[src/rtl/mem_arb_pkg.sv]
// Shared types and widths for the two-port memory arbiter.
// No logic: widths, FSM encoding, port ids and the latched access record.
// Backpressure: n/a.
package mem_arb_pkg;

    localparam int ADDR_W = 5;
    localparam int DATA_W = 8;

    typedef enum logic [1:0] {
        ST_IDLE   = 2'd0,
        ST_ACCESS = 2'd1,
        ST_RESP   = 2'd2
    } state_t;

    typedef enum logic {
        PORT_CPU  = 1'b0,
        PORT_HOST = 1'b1
    } port_t;

    // One requester's access as seen on its port inputs.
    typedef struct packed {
        logic              we;
        logic [ADDR_W-1:0] addr;
        logic [DATA_W-1:0] wdata;
    } acc_t;

endpackage

[src/rtl/rr_pick.sv]
// Two-way round-robin pick: a lone requester wins, a tie goes to the port not granted last.
// Latency: purely combinational.
// Backpressure: none; the caller decides when to act on the pick.
module rr_pick (
    input  logic [1:0] req,
    input  logic       last,
    output logic       valid,
    output logic       winner
);

    // Lone requester wins outright; on a tie the pointer flips the choice.
    always_comb begin
        valid  = |req;
        winner = req[1];
        if (req == 2'b11) begin
            winner = ~last;
        end
    end

endmodule

[src/rtl/mem_arbiter.sv]
// Round-robin arbiter sharing one single-port synchronous memory between CPU (port 0) and host loader (port 1).
// Latency: req sampled at edge t -> gnt in cycle t+1 -> done in cycle t+2; read data visible in rdataN the cycle after done.
// Backpressure: requesters hold req/we/addr/wdata until gnt; one access in flight, back-to-back rate one per 2 cycles.
module mem_arbiter
    import mem_arb_pkg::*;
(
    input  logic              clk,
    input  logic              rst_,

    input  logic              req0,
    input  logic              we0,
    input  logic [ADDR_W-1:0] addr0,
    input  logic [DATA_W-1:0] wdata0,
    output logic              gnt0,
    output logic              done0,
    output logic [DATA_W-1:0] rdata0,

    input  logic              req1,
    input  logic              we1,
    input  logic [ADDR_W-1:0] addr1,
    input  logic [DATA_W-1:0] wdata1,
    output logic              gnt1,
    output logic              done1,
    output logic [DATA_W-1:0] rdata1,

    output logic [ADDR_W-1:0] mem_addr,
    output logic [DATA_W-1:0] mem_wdata,
    output logic              mem_rd,
    output logic              mem_wr,
    input  logic [DATA_W-1:0] mem_rdata,

    output logic              busy
);

    state_t state;
    port_t  last;       // port granted most recently
    port_t  cur;        // port owning the access in flight
    logic   cur_we;
    logic   pick_vld;
    logic   pick_win;
    logic   launch;
    acc_t   acc0;
    acc_t   acc1;
    acc_t   pick_acc;

    assign acc0 = {we0, addr0, wdata0};
    assign acc1 = {we1, addr1, wdata1};

    rr_pick u_rr_pick (
        .req    ({req1, req0}),
        .last   (last),
        .valid  (pick_vld),
        .winner (pick_win)
    );

    // Field set of whichever port the round-robin picked.
    always_comb begin
        pick_acc = acc0;
        if (pick_win) begin
            pick_acc = acc1;
        end
    end

    // A new access may start from IDLE or directly out of RESP.
    assign launch = pick_vld && ((state == ST_IDLE) || (state == ST_RESP));

    // Access sequencer: all outputs registered, pulses default low each cycle.
    always_ff @(posedge clk or negedge rst_) begin
        if (!rst_) begin
            state     <= ST_IDLE;
            last      <= PORT_HOST;
            cur       <= PORT_CPU;
            cur_we    <= 1'b0;
            gnt0      <= 1'b0;
            gnt1      <= 1'b0;
            done0     <= 1'b0;
            done1     <= 1'b0;
            mem_rd    <= 1'b0;
            mem_wr    <= 1'b0;
            mem_addr  <= '0;
            mem_wdata <= '0;
            rdata0    <= '0;
            rdata1    <= '0;
            busy      <= 1'b0;
        end else begin
            gnt0   <= 1'b0;
            gnt1   <= 1'b0;
            done0  <= 1'b0;
            done1  <= 1'b0;
            mem_rd <= 1'b0;
            mem_wr <= 1'b0;

            case (state)
                ST_IDLE: begin
                    busy <= 1'b0;
                end
                ST_ACCESS: begin
                    state <= ST_RESP;
                    done0 <= (cur == PORT_CPU);
                    done1 <= (cur == PORT_HOST);
                end
                ST_RESP: begin
                    // Memory answers one cycle after mem_rd, i.e. during RESP.
                    if (!cur_we) begin
                        if (cur == PORT_HOST) begin
                            rdata1 <= mem_rdata;
                        end else begin
                            rdata0 <= mem_rdata;
                        end
                    end
                    state <= ST_IDLE;
                    busy  <= 1'b0;
                end
                default: begin
                    state <= ST_IDLE;
                    busy  <= 1'b0;
                end
            endcase

            // Latch the winner and issue its memory command; overrides the RESP->IDLE exit.
            if (launch) begin
                state    <= ST_ACCESS;
                busy     <= 1'b1;
                cur      <= port_t'(pick_win);
                last     <= port_t'(pick_win);
                cur_we   <= pick_acc.we;
                gnt0     <= ~pick_win;
                gnt1     <= pick_win;
                mem_rd   <= ~pick_acc.we;
                mem_wr   <= pick_acc.we;
                mem_addr <= pick_acc.addr;
                if (pick_acc.we) begin
                    mem_wdata <= pick_acc.wdata;
                end
            end
        end
    end

endmodule

[config.mk]
export PLATFORM = sky130hd
export DESIGN_NAME = mem_arbiter
export DESIGN_NICKNAME = d
export VERILOG_FILES = /design/src/rtl/mem_arb_pkg.sv /design/src/rtl/rr_pick.sv /design/src/rtl/mem_arbiter.sv
export SDC_FILE = /design/constraint.sdc
export NUM_CORES = 1
export LEC_CHECK = 0
export CAP_MARGIN = 20
export CORE_MARGIN = 1
export CORE_UTILIZATION = 30
export CTS_CLUSTER_SIZE = 14
export DETAILED_ROUTE_END_ITERATION = 16
export GPL_TIMING_DRIVEN = 0
export HOLD_SLACK_MARGIN = 0.06
export PLACE_DENSITY = 0.58
export SLEW_MARGIN = 0
export SYNTH_ARGS = -nofsm -noshare
export SYNTH_HDL_FRONTEND = slang
export SYNTH_SLANG_ARGS = --single-unit
[constraint.sdc]
create_clock -name clk -period 2.1 [get_ports clk]
set_clock_uncertainty 0.15 [all_clocks]
set_input_delay 0.42 -clock clk [delete_from_list [all_inputs] [get_ports clk]]
set_output_delay 0.42 -clock clk [all_outputs]
set_load 0.02 [all_outputs]
==> results of run 1 <==
cells in the mapped netlist (all sizes together):
cell,count
inv,8
and2b,1
nand2b,1
and2,1
a21boi,1
dfrtp,40
o21bai,1
buf,4
nor2b,3
a21oi,1
mux2,32
dfstp,1
clkbuf,1
nor2,2
nand2,2
nor4b,1
a211oi,1
and4bb,1
a32oi,1
a222oi,5
a21o,1
o21ai,2
worst max-delay path by stage:
stage,to,slack (ps)
after floorplan,mem_wdata[1]$_DFFE_PN0P_,460
after global placement,mem_wdata[1]$_DFFE_PN0P_,-560
after detailed placement,mem_wdata[3]$_DFFE_PN0P_,-190
after CTS,mem_wdata[3]$_DFFE_PN0P_,120
after global routing,mem_addr[4]$_DFFE_PN0P_,70
final,mem_wdata[3]$_DFFE_PN0P_,120
cells by family (layout without fill, tap and decap cells):
family	count (synthesis)	in the layout
and+or+nand+nor	12	12
AOI/OAI and AO/OA	13	13
DFF	41	41
buffers and inverters	13	96
muxes	32	32
cell type report:
class / count / share of cell area (%)
Sequential cell: 41 / 39.4
Timing Repair Buffer: 75 / 28.6
Multi-Input combinational cell: 57 / 21.7
Tap cell: 70 / 3.36
Clock buffer: 7 / 3.31
Buffer: 5 / 1.25
Clock inverter: 1 / 1.15
Inverter: 8 / 1.15
metrics by stage:
step / total power, mW / instances
detailed placement: 2.58 / 256
floorplan: 1.87 / 111
global placement: 2.54 / 256
CTS: 3.24 / 264
global route: 3.35 / 264
finish: 3.19 / 264
sequential cells by signal, summed over array words and instances (netlist names):
signal     count
mem_wr         1
rdata1         8
rdata0         8
done0          1
busy           1
state          2
mem_rd         1
mem_wdata      8
mem_addr       5
last           1
gnt1           1
gnt0           1
cur            1
done1          1
cur_we         1
per-layer routing:
layer	vias to the layer above	track usage, %
met3	6	5.39
met1	559	15.9
met4	0	5.96
li1	556	-
met2	60	22.8
met5	-	0
cells in the final DEF (no fill, tap or decap), drive strengths merged:
cell type,netlist,final
bufinv,0,1
nand2b,1,1
nand2,2,2
a32oi,1,1
a21oi,1,1
clkbuf,1,8
mux2,32,32
dfrtp,40,40
dfstp,1,1
a211oi,1,1
nor2,2,2
o21ai,2,2
and2b,1,1
nor2b,3,3
a21boi,1,1
nor4b,1,1
buf,4,5
a21o,1,1
a222oi,5,5
o21bai,1,1
and2,1,1
clkdlybuf4s50,0,74
and4bb,1,1
inv,8,8
power by group through the flow:
stage          combinational, mW  sequential [mW]  clock (mW)
2_1_floorplan              0.327             1.54           0
3_3_place_gp                1.32             1.21           0
4_1_cts                     1.34             1.22       0.670
6_report                    1.32             1.22       0.648
5_1_grt                     1.39             1.25       0.703
3_5_place_dp                1.34             1.24           0
worst register-to-register path, cell delays in order (launching register included):
cell	delay [ps]
dfrtp_1	380
buf_6	140
nor4b_4	610
mux2_2	420
==> impl_results.md, run 1 <==
* Final period util at 94.4%
* Synth Area in XOR/XNOR at 0%
* Yosys cell types at 25
* Multiplexer share of the synthesized area at between 20% and 30%
* Clock Latency Late Sink at between 200 and 300 ps
* Nets at around 230
* Pint at 2.18 mW
* Pre-CTS WS at -193 ps
* Final TNS setup at 0 ps
* Crit path DAT at roughly 2000 ps
* Crit-path max cell delay at about 500 ps
* Compound-Gate Fraction of Synth Area at under 10%
* Routed via count at 1,181
* Vias per cell at about 4.5
* Placer Congestion at 0.736
* Setup WS post-layout at 118 ps
* Met1 WL at 1.62 mm
* Final hold slack at just over 100 ps
* Leak at 1.11 nW
* CP bufs+invs at 2
* Met3 WL post-DR at between 300 and 400 um
* Critical path peak fanout at 10
* Part of the power in combinational logic at 41.5%
* DR WL/cell at around 14 um
* Synthesized area at approximately 0.0017 sq mm
* Cells after synthesis at 111
* Global-route wire length before repair at about 6.2 mm
* Setup bufs post-CTS at 0
* Post-synthesis sequential area ratio at around 62%
* Tightest Hold Check Type: input pin to asynchronous set/reset pin
* RSZ-0062 raised after global routing: false
* Max Clk Rate at slightly above 500 MHz
* Fraction of layout cells with a size suffix above 1 at between 20% and 30%
* Min cycle time layout at around 2000 ps
* Fin. max-slew vios at 0
* Final instance area at between 0.002 and 0.003 sq mm
* Grt total ovfl at 0
* Relative slew slack at between 40% and 50%
* Mean post-synth cell area at roughly 15 sq um
* CTS tree: yes
* Post-route ant nets at 0
* Synth Net Count at 151
* Reg area at between 0.001 and 0.0015 sq mm
* CTS Buffer Depth at 2
* Max-cap violations at 0
* Worst-path clk slew at 80 ps
* Final wirelength at roughly 3.8 mm
* Flop pwr share at between 30% and 40%
* DIE AREA at roughly 0.0058 sq mm
* # DRC at 0
* Number of cells on the critical path at 5
* Fillcell total at 460
* CP max-delay cell: clkdlybuf4s50_1
* CP cell instances: clkdlybuf4s50_1, a21boi_2, buf_4, mux2_2, mux2_2
* CTS Sinks at 41
* CP Capture Type: flip-flop
* CTS root buf: clkbuf_8
* R2r endpoint: rdata0[5]$_DFFE_PN0P_
* Post-synthesis adder-cell area fraction at 0%
* Kind of critical path: input pin to flip-flop
* Crit-path most repeated cell: mux2_2
* Crit path from: req1
* Buffers added on ports at 75
* Met2 WL at 1.79 mm
* Clk pwr share at between 20 and 25%
* CTS resizes at 0
* Initial Util at between 30% and 40%
* H-tree levels at 2
* Final number of setup-violating endpoints at 0
* Largest net degree at the start of global routing at 42
* Worst R2R Setup Slack at 280 ps
* Delay-heaviest family, CP: buffers and inverters
* Die height at 76.3 um
* Area Overhead vs Synth at 57.4%
* Post-CTS Hold Fix Bufs at 0
* TritonCTS Buffers at 5
* Antenna violations before repair at 0
* Worst r2r src: state[0]$_DFFE_PN0P_
* Post-Place Cell Area at approximately 0.0025 sq mm
* Largest family of logic cells by synthesized area: multiplexers
* Post-synth top area share at about three fifths
* Seq cells post-synth at just over 40
* Max VDD drop at ~0.47 mV
* DRT iter0 DRCs at 33
* Hold Vio Cnt, Final at 0
* DIE WIDTH at between 70 and 80 um
* Area of the multi-input gates at 566 sq um
* Synth area leaders: dfrtp_1 (60%), mux2_2 (22%), a222oi_1 (3.0%)
* DR pass1 iterations at 5
* Sw Pwr at 1.01 mW
* Req. time, crit path at 2130 ps
* Number of global-route vias before repair at between 1k and 1.5k
* Pwr per Cell Area at roughly 1200 mW/mm^2
* Ys Warns at 0
* Core area at roughly 0.0052 sq mm
* Final Util at between 50% and 60%
* Post-Synth Simple-Gate Area at 5.90%
* Max Used Layer: met4
* Worst setup SP type: input pin
* Post-DP HPWL at roughly 2.8 mm
* Worst-margin pin slew at ~890 ps
* R2R depth at 3
* ANT cells at 0
* Switching Fraction at between 30% and 40%
* IO Count at between 70 and 80
* Row cnt at 26
* GRT Util Overall at 13.8%
* Status: completed
* Area leader, netlist: dfrtp_1
(Power assumes the default switching activity.)
==> run 2: changes to the inputs <==
--- a/config.mk
+++ b/config.mk
@@ -5,6 +5,7 @@
 export SDC_FILE = /design/constraint.sdc
 export NUM_CORES = 1
 export LEC_CHECK = 0
+export ABC_AREA = 1
 export CAP_MARGIN = 20
 export CORE_MARGIN = 1
 export CORE_UTILIZATION = 30
@@ -13,7 +14,8 @@
 export GPL_TIMING_DRIVEN = 0
 export HOLD_SLACK_MARGIN = 0.06
 export PLACE_DENSITY = 0.58
-export SLEW_MARGIN = 0
+export SKIP_LAST_GASP = 1
+export SLEW_MARGIN = 40
 export SYNTH_ARGS = -nofsm -noshare
 export SYNTH_HDL_FRONTEND = slang
 export SYNTH_SLANG_ARGS = --single-unit
==> impl_results.md, run 2 <==
* Status: completed
* DR WL/cell at 11.5 um (-19%)
* Pwr Total at 2.95 mW (-7.6%)
* Final wirelength at 4.00 mm (+6.2%)
* Worst r2r src: last$_DFFE_PN1P_
* Core area at 0.00551 sq mm (+5.8%)
* CP max-delay cell: clkdlybuf4s50_1
* Pint at 1.93 mW (-11%)
* Setup WS post-layout at 263 ps (+145 ps)
* Tightest Hold Check Type: flip-flop to flip-flop
* Fillcell total at 573 (+25%)
* R2r endpoint: mem_wdata[0]$_DFFE_PN0P_
* Ys flop type: dfrtp_1
* Switching Fraction at 34.5% (+2.8 points)
* Hold Vio Cnt, Final at 0 (unchanged)
* Crit path from: rdata1[2]$_DFFE_PN0P_
* Largest regs: mem_wdata (8), rdata0 (8), rdata1 (8)
* CP bufs+invs at 1 (-1)
* Cells after synthesis at 191 (+72%)
* Commonest cells post-synth: nand2_1 (70), dfrtp_1 (40), nand3_1 (23)
* TritonCTS Buffers at 5 (unchanged)
* IO Count at 76 (unchanged)
* CTS Sinks at 41 (unchanged)
* Final non-filler cell total at 347 (+31%)
* CTS tree: yes
* Post-Place Cell Area at 0.00254 sq mm (+2.3%)
* Area leader, netlist: dfrtp_1
* Flop pwr share at 39.9% (+1.7 points)
* Yosys cell types at 16 (-36%)
* Pwr per Cell Area at 1110 mW/mm^2 (-9.4%)
* Min cycle time layout at 1840 ps (-145 ps)
* Cells after DPL at 338 (+32%)
* Final TNS setup at 0 ps (unchanged)
* Post-DP HPWL at 2.93 mm (+4.1%)
* Routed via count at 1,497 (+27%)
* Fin. max-slew vios at 0 (unchanged)
* Worst R2R Setup Slack at 600 ps (+320 ps)
* Commonest non-fill, non-tap cell in the layout: clkdlybuf4s50_1
* Initial Util at 31.0% (-0.81 points)
* Worst-path clk slew at 70 ps (about the same)
* Seq cells post-synth at 41 (unchanged)
* Number of global-route vias before repair at 1,431 (+9.9%)
* Part of the power in combinational logic at 41.2% (-0.3 points)
* Worst setup SP type: flip-flop
* Sw Pwr at 1.02 mW (+0.76%)
* Synth Net Count at 231 (+53%)
* Largest net degree at the start of global routing at 42 (unchanged)
* H-tree levels at 2 (unchanged)
* Crit path DAT at 1270 ps (-740 ps)
* RSZ-0062 raised after global routing: false
* Nets at 314 (+35%)
* CP Capture Type: primary output
* Final period util at 87.5% (-6.9 points)
* Kind of critical path: flip-flop to primary output
* Max VDD drop at 0.439 mV (-5.9%)
* Die height at 77.4 um (+1.5%)
* Max Clk Rate at 544 MHz (+7.9%)
* CTS root buf: clkbuf_8
* Fraction of layout cells with a size suffix above 1 at 9.45% (-16 points)
* R2R depth at 6 (+3)
* Clk pwr share at 18.9% (-1.4 points)
* CTS resizes at 0 (unchanged)
* Post-synth EDFFs at 0 (unchanged)
* Antenna violations before repair at 0 (unchanged)
* Vias per cell at 4.31 (-3.6%)
* GRT Util Overall at 14.3% (+0.45 points)
* Req. time, crit path at 1530 ps (-600 ps)
* DIE AREA at 0.00599 sq mm (+3.0%)
* Global-route wire length before repair at 6.68 mm (+7.1%)
* DR pass1 iterations at 4 (-1)
* Worst Setup EP: rdata1[2]
* Crit-path max cell delay at 610 ps (+110 ps)
* Max-cap violations at 0 (unchanged)
* Synth area leaders: dfrtp_1 (59%), nand2_1 (15%), nand3_1 (6.7%)
* Area Overhead vs Synth at 55.6%
* Grt total ovfl at 0 (unchanged)
* Commonest cells after routing, fill and taps aside: clkdlybuf4s50_1 (74), nand2_1 (70), dfrtp_1 (40), nand3_1 (23), inv_1 (18)
* Placer Congestion at 0.691 (-6.0%)
* Delay-heaviest family, CP: buffers and inverters
* Post-synthesis sequential area ratio at 60.2% (-1.9 points)
* Critical path peak fanout at 2 (-8)
* Count leader, synth: nand2_1
* Post-synth top area share at 58.7% (-1.8 points)
* Leak at 1.28 nW (+15%)
* Mean post-synth cell area at 8.94 sq um (-40%)
* DRT iter0 DRCs at 50 (+52%)
* Row cnt at 27 (+3.8%)
* Synthesized area at 0.00171 sq mm (+3.1%)
* CTS Buffer Depth at 2 (unchanged)
* Number of cells on the critical path at 1 (-4)
* Pre-CTS WS at 141 ps (+334 ps)
* Setup bufs post-CTS at 0 (unchanged)
* # DRC at 0 (unchanged)
* CP cell instances: clkdlybuf4s50_1
* Clock Latency Late Sink at 290 ps (about the same)
* Final instance area at 0.00266 sq mm (+2.0%)
* Post-synth ARST share at 100% (unchanged)
* ANT cells at 0 (unchanged)
* DIE WIDTH at 77.4 um (+1.5%)
* Final number of setup-violating endpoints at 0 (unchanged)
* Post-route ant nets at 0 (unchanged)
* Relative slew slack at 66.3% (+26 points)
* Ys Warns at 0 (unchanged)
* Buffers added on ports at 75 (unchanged)
* Worst-margin pin slew at 505 ps (-384 ps)
[run 2: final cells by class]
class / instances / area [sq um] / share of cell area [%]
plain buffers: 6 / 41.3 / 1.55
multi-input cells: 126 / 571 / 21.5
well taps: 72 / 90.1 / 3.39
repair buffers: 76 / 758 / 28.5
clock inverters: 1 / 5.00 / 0.188
inverters: 18 / 67.6 / 2.54
clock buffers: 7 / 96.3 / 3.63
flip-flops and latches: 41 / 1030 / 38.7
[run 2: how the worst min path moves through the flow]
stage                              start                    end  depth (start not counted)
CTS                      cur$_DFFE_PN0P_        done0$_DFF_PN0_                          1
global route             cur$_DFFE_PN0P_        done0$_DFF_PN0_                          1
detailed placement                  rst_  rdata0[1]$_DFFE_PN0P_                          1
global placement    state[1]$_DFFE_PN0P_   state[1]$_DFFE_PN0P_                          1
floorplan                           rst_       busy$_DFFE_PN0N_                          0
finish                   cur$_DFFE_PN0P_        done0$_DFF_PN0_                          1
[run 2: power groups by stage]
stage	clock network, mW	registers [mW]	logic, mW
global placement	0	1.18	1.22
CTS	0.580	1.18	1.23
global route	0.619	1.20	1.31
finish	0.557	1.18	1.21
floorplan	0	1.47	0.300
detailed placement	0	1.19	1.23
[run 2: what timing repair did]
| action | CTS | global route |
|---|---|---|
| endpoints found under the setup margin | 0 | 0 |
| hold endpoints to repair | 40 | 0 |
| hold buffers | 1 | 0 |
[run 2: cells by family (layout without fill, tap and decap cells)]
family | after synthesis | count (layout) | share of synthesized area [%]
simple gates | 107 | 107 | 27.6
buf+inv | 24 | 108 | 6.38
compound gates | 19 | 19 | 5.79
flops | 41 | 41 | 60.2
[run 2: layer usage]
metal	GRT usage [%]	wire length (um)	vias up
met5	0	0	-
met4	5.66	63	0
met3	4.35	243	5
met2	22.7	1890	55
met1	18.1	1810	674
li1	-	-	763
[run 2: through the flow]
stage                     hold WS, ps  utilization, %
after global placement            299            46.3
after detailed placement          284            46.2
after CTS                         321            48.2
final                             314            48.2
after global routing              345            48.2
after floorplan                 -25.6               -
